`config.mk`:
```
export PLATFORM = sky130hd
export DESIGN_NAME = imem_loader
export DESIGN_NICKNAME = d
export VERILOG_FILES = /design/src/rtl/imem_loader.sv
export SDC_FILE = /design/constraint.sdc
export NUM_CORES = 1
export LEC_CHECK = 0
export CORE_ASPECT_RATIO = 1.5
export CORE_MARGIN = 3
export CORE_UTILIZATION = 37
export DETAILED_ROUTE_END_ITERATION = 10
export GPL_ROUTABILITY_DRIVEN = 1
export GPL_TIMING_DRIVEN = 0
export PLACE_DENSITY = 0.79
export RECOVER_POWER = 50
export SYNTH_ARGS = -nofsm -noshare
export SYNTH_HDL_FRONTEND = slang
export SYNTH_SLANG_ARGS = --single-unit
```
`constraint.sdc`:
```
create_clock -name clk -period 1.8 [get_ports clk]
set_input_delay 0.27 -clock clk [delete_from_list [all_inputs] [get_ports clk]]
set_output_delay 0.27 -clock clk [all_outputs]
set_load 0.02 [all_outputs]
```
`src/rtl/imem_loader.sv`:
```
// Boot loader: assembles a host byte stream into 32-bit words, writes them to instruction memory, then hands the port to the CPU.
// Optional feature macro IMEM_LOADER_CHECKSUM_EN adds a trailing mod-256 checksum byte checked before RUN.
module imem_loader #(
  parameter int ADDR_W    = 10,
  parameter int MAX_WORDS = 256,
  parameter int LEN_W     = 9
) (
  input  logic              clk,
  input  logic              rst,
  input  logic              start,
  input  logic [LEN_W-1:0]  len_words,
  input  logic              byte_valid,
  input  logic [7:0]        byte_data,
  output logic              byte_ready,
  input  logic [ADDR_W-1:0] cpu_pc,
  output logic [31:0]       cpu_instr,
  output logic              cpu_stall,
  output logic [ADDR_W-1:0] mem_A,
  output logic              mem_WE,
  output logic [31:0]       mem_WD,
  input  logic [31:0]       mem_RD,
  output logic              busy,
  output logic              done,
  output logic              err
);

  localparam logic [LEN_W-1:0] MAX_LEN = LEN_W'(MAX_WORDS);

`ifdef IMEM_LOADER_CHECKSUM_EN
  typedef enum logic [2:0] {IDLE, RECV, WRITE, RUN, CHECK} state_t;
  localparam state_t LOADED = CHECK;
`else
  typedef enum logic [1:0] {IDLE, RECV, WRITE, RUN} state_t;
  localparam state_t LOADED = RUN;
`endif

  state_t           state_q, state_d;
  logic [LEN_W-1:0] len_q;
  logic [LEN_W-1:0] word_idx;
  logic [LEN_W-1:0] word_next;
  logic [1:0]       byte_idx;
  logic [31:0]      asm_word;
  logic             err_q;
  logic             accept;
  logic             can_start;
  logic             start_ok;
  logic             start_bad;
`ifdef IMEM_LOADER_CHECKSUM_EN
  logic [7:0]       csum;
`endif

  // A new load may only begin while the port is idle or owned by the CPU.
  assign can_start = (state_q == IDLE) || (state_q == RUN);
  assign start_bad = can_start && start && (len_words > MAX_LEN);
  assign start_ok  = can_start && start && !(len_words > MAX_LEN);
  assign accept    = byte_valid && byte_ready;
  assign word_next = word_idx + LEN_W'(1);
  assign err       = err_q;

  always_ff @(posedge clk) begin
    if (rst) begin
      state_q <= IDLE;
    end else begin
      state_q <= state_d;
    end
  end

  always_comb begin
    state_d = state_q;
    case (state_q)
      IDLE, RUN: begin
        if (start_ok) begin
          state_d = (len_words == '0) ? LOADED : RECV;
        end
      end
      RECV: begin
        if (accept && (byte_idx == 2'd3)) begin
          state_d = WRITE;
        end
      end
      WRITE: begin
        state_d = (word_next == len_q) ? LOADED : RECV;
      end
`ifdef IMEM_LOADER_CHECKSUM_EN
      CHECK: begin
        if (accept) begin
          state_d = (byte_data == csum) ? RUN : IDLE;
        end
      end
`endif
      default: state_d = IDLE;
    endcase
  end

  // The memory port is shared: the loader drives it in WRITE, the CPU fetch path owns it in RUN.
  always_comb begin
    byte_ready = 1'b0;
    mem_WE     = 1'b0;
    mem_A      = '0;
    mem_WD     = '0;
    cpu_instr  = '0;
    cpu_stall  = 1'b1;
    busy       = 1'b0;
    done       = 1'b0;
    case (state_q)
      RECV: begin
        byte_ready = 1'b1;
        busy       = 1'b1;
      end
      WRITE: begin
        mem_WE = 1'b1;
        mem_A  = {word_idx[ADDR_W-3:0], 2'b00};
        mem_WD = asm_word;
        busy   = 1'b1;
      end
`ifdef IMEM_LOADER_CHECKSUM_EN
      CHECK: begin
        byte_ready = 1'b1;
        busy       = 1'b1;
      end
`endif
      RUN: begin
        mem_A     = cpu_pc;
        cpu_instr = mem_RD;
        cpu_stall = 1'b0;
        done      = 1'b1;
      end
      default: ;
    endcase
  end

  always_ff @(posedge clk) begin
    if (rst) begin
      len_q    <= '0;
      word_idx <= '0;
      byte_idx <= '0;
      asm_word <= '0;
      err_q    <= 1'b0;
`ifdef IMEM_LOADER_CHECKSUM_EN
      csum     <= '0;
`endif
    end else begin
      if (start_bad) begin
        err_q <= 1'b1;
      end
      if (start_ok) begin
        err_q    <= 1'b0;
        len_q    <= len_words;
        word_idx <= '0;
        byte_idx <= '0;
`ifdef IMEM_LOADER_CHECKSUM_EN
        csum     <= '0;
`endif
      end
      // Little-endian assembly: the k-th byte of a word lands in bits [8k+7:8k].
      if ((state_q == RECV) && accept) begin
        asm_word[{byte_idx, 3'b000} +: 8] <= byte_data;
        byte_idx                          <= byte_idx + 2'd1;
`ifdef IMEM_LOADER_CHECKSUM_EN
        csum                              <= csum + byte_data;
`endif
      end
      if (state_q == WRITE) begin
        word_idx <= word_next;
      end
`ifdef IMEM_LOADER_CHECKSUM_EN
      if ((state_q == CHECK) && accept && (byte_data != csum)) begin
        err_q <= 1'b1;
      end
`endif
    end
  end

endmodule
```
==> reports/metrics.yaml, run 1 <==
timing:
  clock-skew-final_ns: 0.00288
  period_needed_ns: 1.81
  max_slew_margin: 0.654
  finalCritPeriodShare: 1.00
  rsz0062_at_grt: "yes"
  final-hold-violation-count: 0
  worst_slew_pin_slew_ns: 0.518
  slew_violations: 0
  setup_ws_ns: -0.00546
  setup_viol: 3
  holdWs_ns: 0.304
  fmax_mhz: 554
synth:
  synth_cell_types: 42
  synth-seq-cells: 55
  yosysWarnings: 0
  syn_inst: 375
  synth_fp_nets: 448
  syn_avg_cell_area_um2: 8.11
  ys_seq_area_frac: 0.362
  syn_area_um2: 3040
global_routing:
  grt.total_usage: 0.209
  grt_max_degree: 18
  grt_pass1_vias: 3188
  grt_first_pass_wirelength_mm: 15.5
  antenna_found_initial: 1
  grt-ovfl-total: 0
placed_design:
  pre_cts_slack_ns: -0.856
  dp_hpwl_mm: 7.81
  gp_congestion: 0.870
  place_area_um2: 4620
  numPortBuffers: 141
worst_setup_path:
  crit_type: "flip-flop to output port"
  crit_start: "state_q[0]$_SDFFE_PP0P_"
  cp-endpoint: "mem_WD[30]"
  reg2reg_to: "state_q[1]$_SDFFE_PP0P_"
  end_kind: "output port"
  reg2reg_slack_ns: 0.09
  r2r_cells: 5
  required_ns: 1.53
  arrival_ns: 1.54
  startpoint_type: "flip-flop"
  crit_path_max_fanout: 7
  reg2reg_from: "word_idx[3]$_SDFFE_PP0P_"
final_layout:
  area_delta_synth_final_pct: 69.0
  nets: 611
  drive_gt1_frac: 0.312
  fin_area_um2: 5140
floorplanning:
  num_io_pins: 143
  dieArea_um2: 9370
  core-area_um2: 7810
  die_w_um: 80.0
  die_height_um: 117
  std_cell_rows: 39
  start_util: 0.390
detailed_routing:
  wl_per_cell_um: 17.0
  drc_errors: 0
  vias: 3407
  initialDrtViolationCount: 186
  route.antenna.remaining_nets: 0
  dr.pass1.iters: 4
  routed_wirelength_mm: 11.0
  viasPerCell: 5.30
clock_tree:
  insertion_delay_ns: 0.29
  cts_root_buf: "clkbuf_16"
  cts_tree: "done"
  clock_sinks: 55
  numCtsBuffers: 5
  h-tree-depth: 2
  hold_buffers: 0
  cts.path.max_buffers: 2
  cts.clk_slew.worst_paths_ns: 0.07
hold_path:
  hp-class: "input port to flip-flop"
power:
  p_per_area_nw_per_um2: 590
  peakVddDrop_mv: 0.489
  leakagePower_uw: 0.00216
run_status:
  violations: "setup timing"
  status: "finished, violations left"
run:
  maxCapViolations: 0
synth_stat cells:
cell	instances	area, um2
a21o_1	1	7.51
a21oi_1	25	125
a22o_1	8	70.1
a22oi_1	33	248
a311oi_1	1	8.76
a31oi_1	2	12.5
and2_1	69	432
and3_1	1	6.26
buf_2	2	10.0
buf_4	1	7.51
clkbuf_1	19	71.3
dfxtp_1	55	1100
ha_1	10	125
inv_1	8	30.0
mux2i_1	2	20.0
nand2_1	26	97.6
nand2b_1	1	6.26
nand3_1	13	65.1
nand3_2	1	10.0
nand3b_1	5	37.5
nand4_1	2	12.5
nand4b_1	1	8.76
nor2_1	38	143
nor2b_1	6	37.5
nor3_1	2	10.0
nor3b_1	1	7.51
nor4_1	2	12.5
nor4_2	1	12.5
nor4b_2	3	45.0
o211ai_1	1	7.51
o21ai_0	12	60.1
o21ai_1	1	5.00
o21bai_1	1	7.51
o221ai_1	1	8.76
o31ai_1	1	7.51
o32ai_1	1	8.76
or3b_1	1	8.76
or3b_2	2	17.5
or4_1	2	15.0
or4_4	1	11.3
xnor2_1	7	61.3
xor2_1	5	43.8
worst min path at each step:
stage / start / cells past startpoint / endpoint
global route: len_words[2] / 3 / len_q[2]$_SDFFE_PP0P_
detailed placement: err$_SDFFE_PP0P_ / 2 / err$_SDFFE_PP0P_
global placement: err$_SDFFE_PP0P_ / 2 / err$_SDFFE_PP0P_
floorplan: len_words[0] / 2 / len_q[0]$_SDFFE_PP0P_
CTS: byte_valid / 3 / byte_idx[1]$_SDFFE_PP0P_
finish: len_words[2] / 3 / len_q[2]$_SDFFE_PP0P_
critical path, stage by stage (launching register included):
cell,delay (ns)
dfxtp_4,0.39
inv_2,0.05
ha_4,0.17
clkbuf_16,0.18
clkbuf_16,0.16
and2_4,0.16
buf_6,0.12
power breakdown:
group	internal, uW	leakage [uW]	total (uW)	switching [uW]
clock network	657	0.0000838	1120	460
registers	1250	0.000447	1290	37.6
logic	308	0.00163	626	318
total	2220	0.00216	3030	815
placed cells by master, fill, tap and decap left out, types with 3 or more instances in the layout:
cell type and instances:
nand2_1 26, nor4b_4 3, nand3b_1 5, nor2_1 36, ha_1 5, buf_8 5, dfxtp_1 51, ha_4 3
and2_4 24, clkbuf_2 23, nand3_4 4, xnor2_1 7, xor2_1 5, buf_6 31, dlygate4sd2_1 6, and2_1 45
nand3_1 10, buf_2 18, clkdlybuf4s15_2 8, dlymetal6s2s_1 6, dfxtp_4 3, clkbuf_16 9, o21ai_0 11, clkbuf_1 6
buf_4 15, nor2b_1 6, clkdlybuf4s50_1 55, a22o_1 8, a21oi_1 22, inv_1 6, a22oi_1 33
layer usage:
metal	GRT usage	routed length [um]	vias to the layer above
met5	0	0	-
met4	0.0755	250	0
met3	0.0597	1100	24
met2	0.403	5670	166
met1	0.209	3940	1582
li1	-	-	1635
kinds of logic (layout without fill, tap and decap cells):
kind of cell,after synthesis,after routing,share of synthesized area
simple gates,178,178,0.327
fa+ha+maj,10,10,0.0411
other cells,0,2,0
flops,55,55,0.362
mux,2,2,0.00658
xor+xnor,12,12,0.0345
buf+inv,30,194,0.0391
compound gates,88,88,0.190
registers in the layout, summed over array words and instances, names as in the netlist:
| signal | cells |
|---|---|
| byte_idx | 2 |
| word_idx | 9 |
| len_q | 9 |
| asm_word | 32 |
| err | 1 |
| state_q | 2 |
stage by stage:
stage	setup TNS, ns	total power [uW]	utilization	instances
after floorplan	-0.301	1560	-	375
after global placement	-54.01	1820	0.591	618
after detailed placement	-56.08	1830	0.591	618
after CTS	-3.30	2950	0.610	629
after global routing	-0.673	3150	0.658	642
final	-0.0118	3030	0.659	643
final cells by class:
type                       count  area, um2
timing repair buffer         158       1460
fill                         646       2670
clock buffer                   5        125
clock inverter                 3       43.8
buffer                        20        184
antenna                        2       5.00
inverter                       8       30.0
sequential                    55       1110
multi-input combinational    290       2060
tap                          102        128
what timing repair did:
action                                  CTS  global route
endpoints found under the setup margin  130           115
cloned                                    0             5
setup buffers                             5             7
gates resized for setup                 282           156
pin swaps                                 2            16
(Power assumes the default switching activity.)
==> inputs of run 2 (changes only) <==
- CTS_CLUSTER_DIAMETER: default -> 200
==> results of run 2 <==
No change in the layout: final DEF, timing and power equal those of run 1.
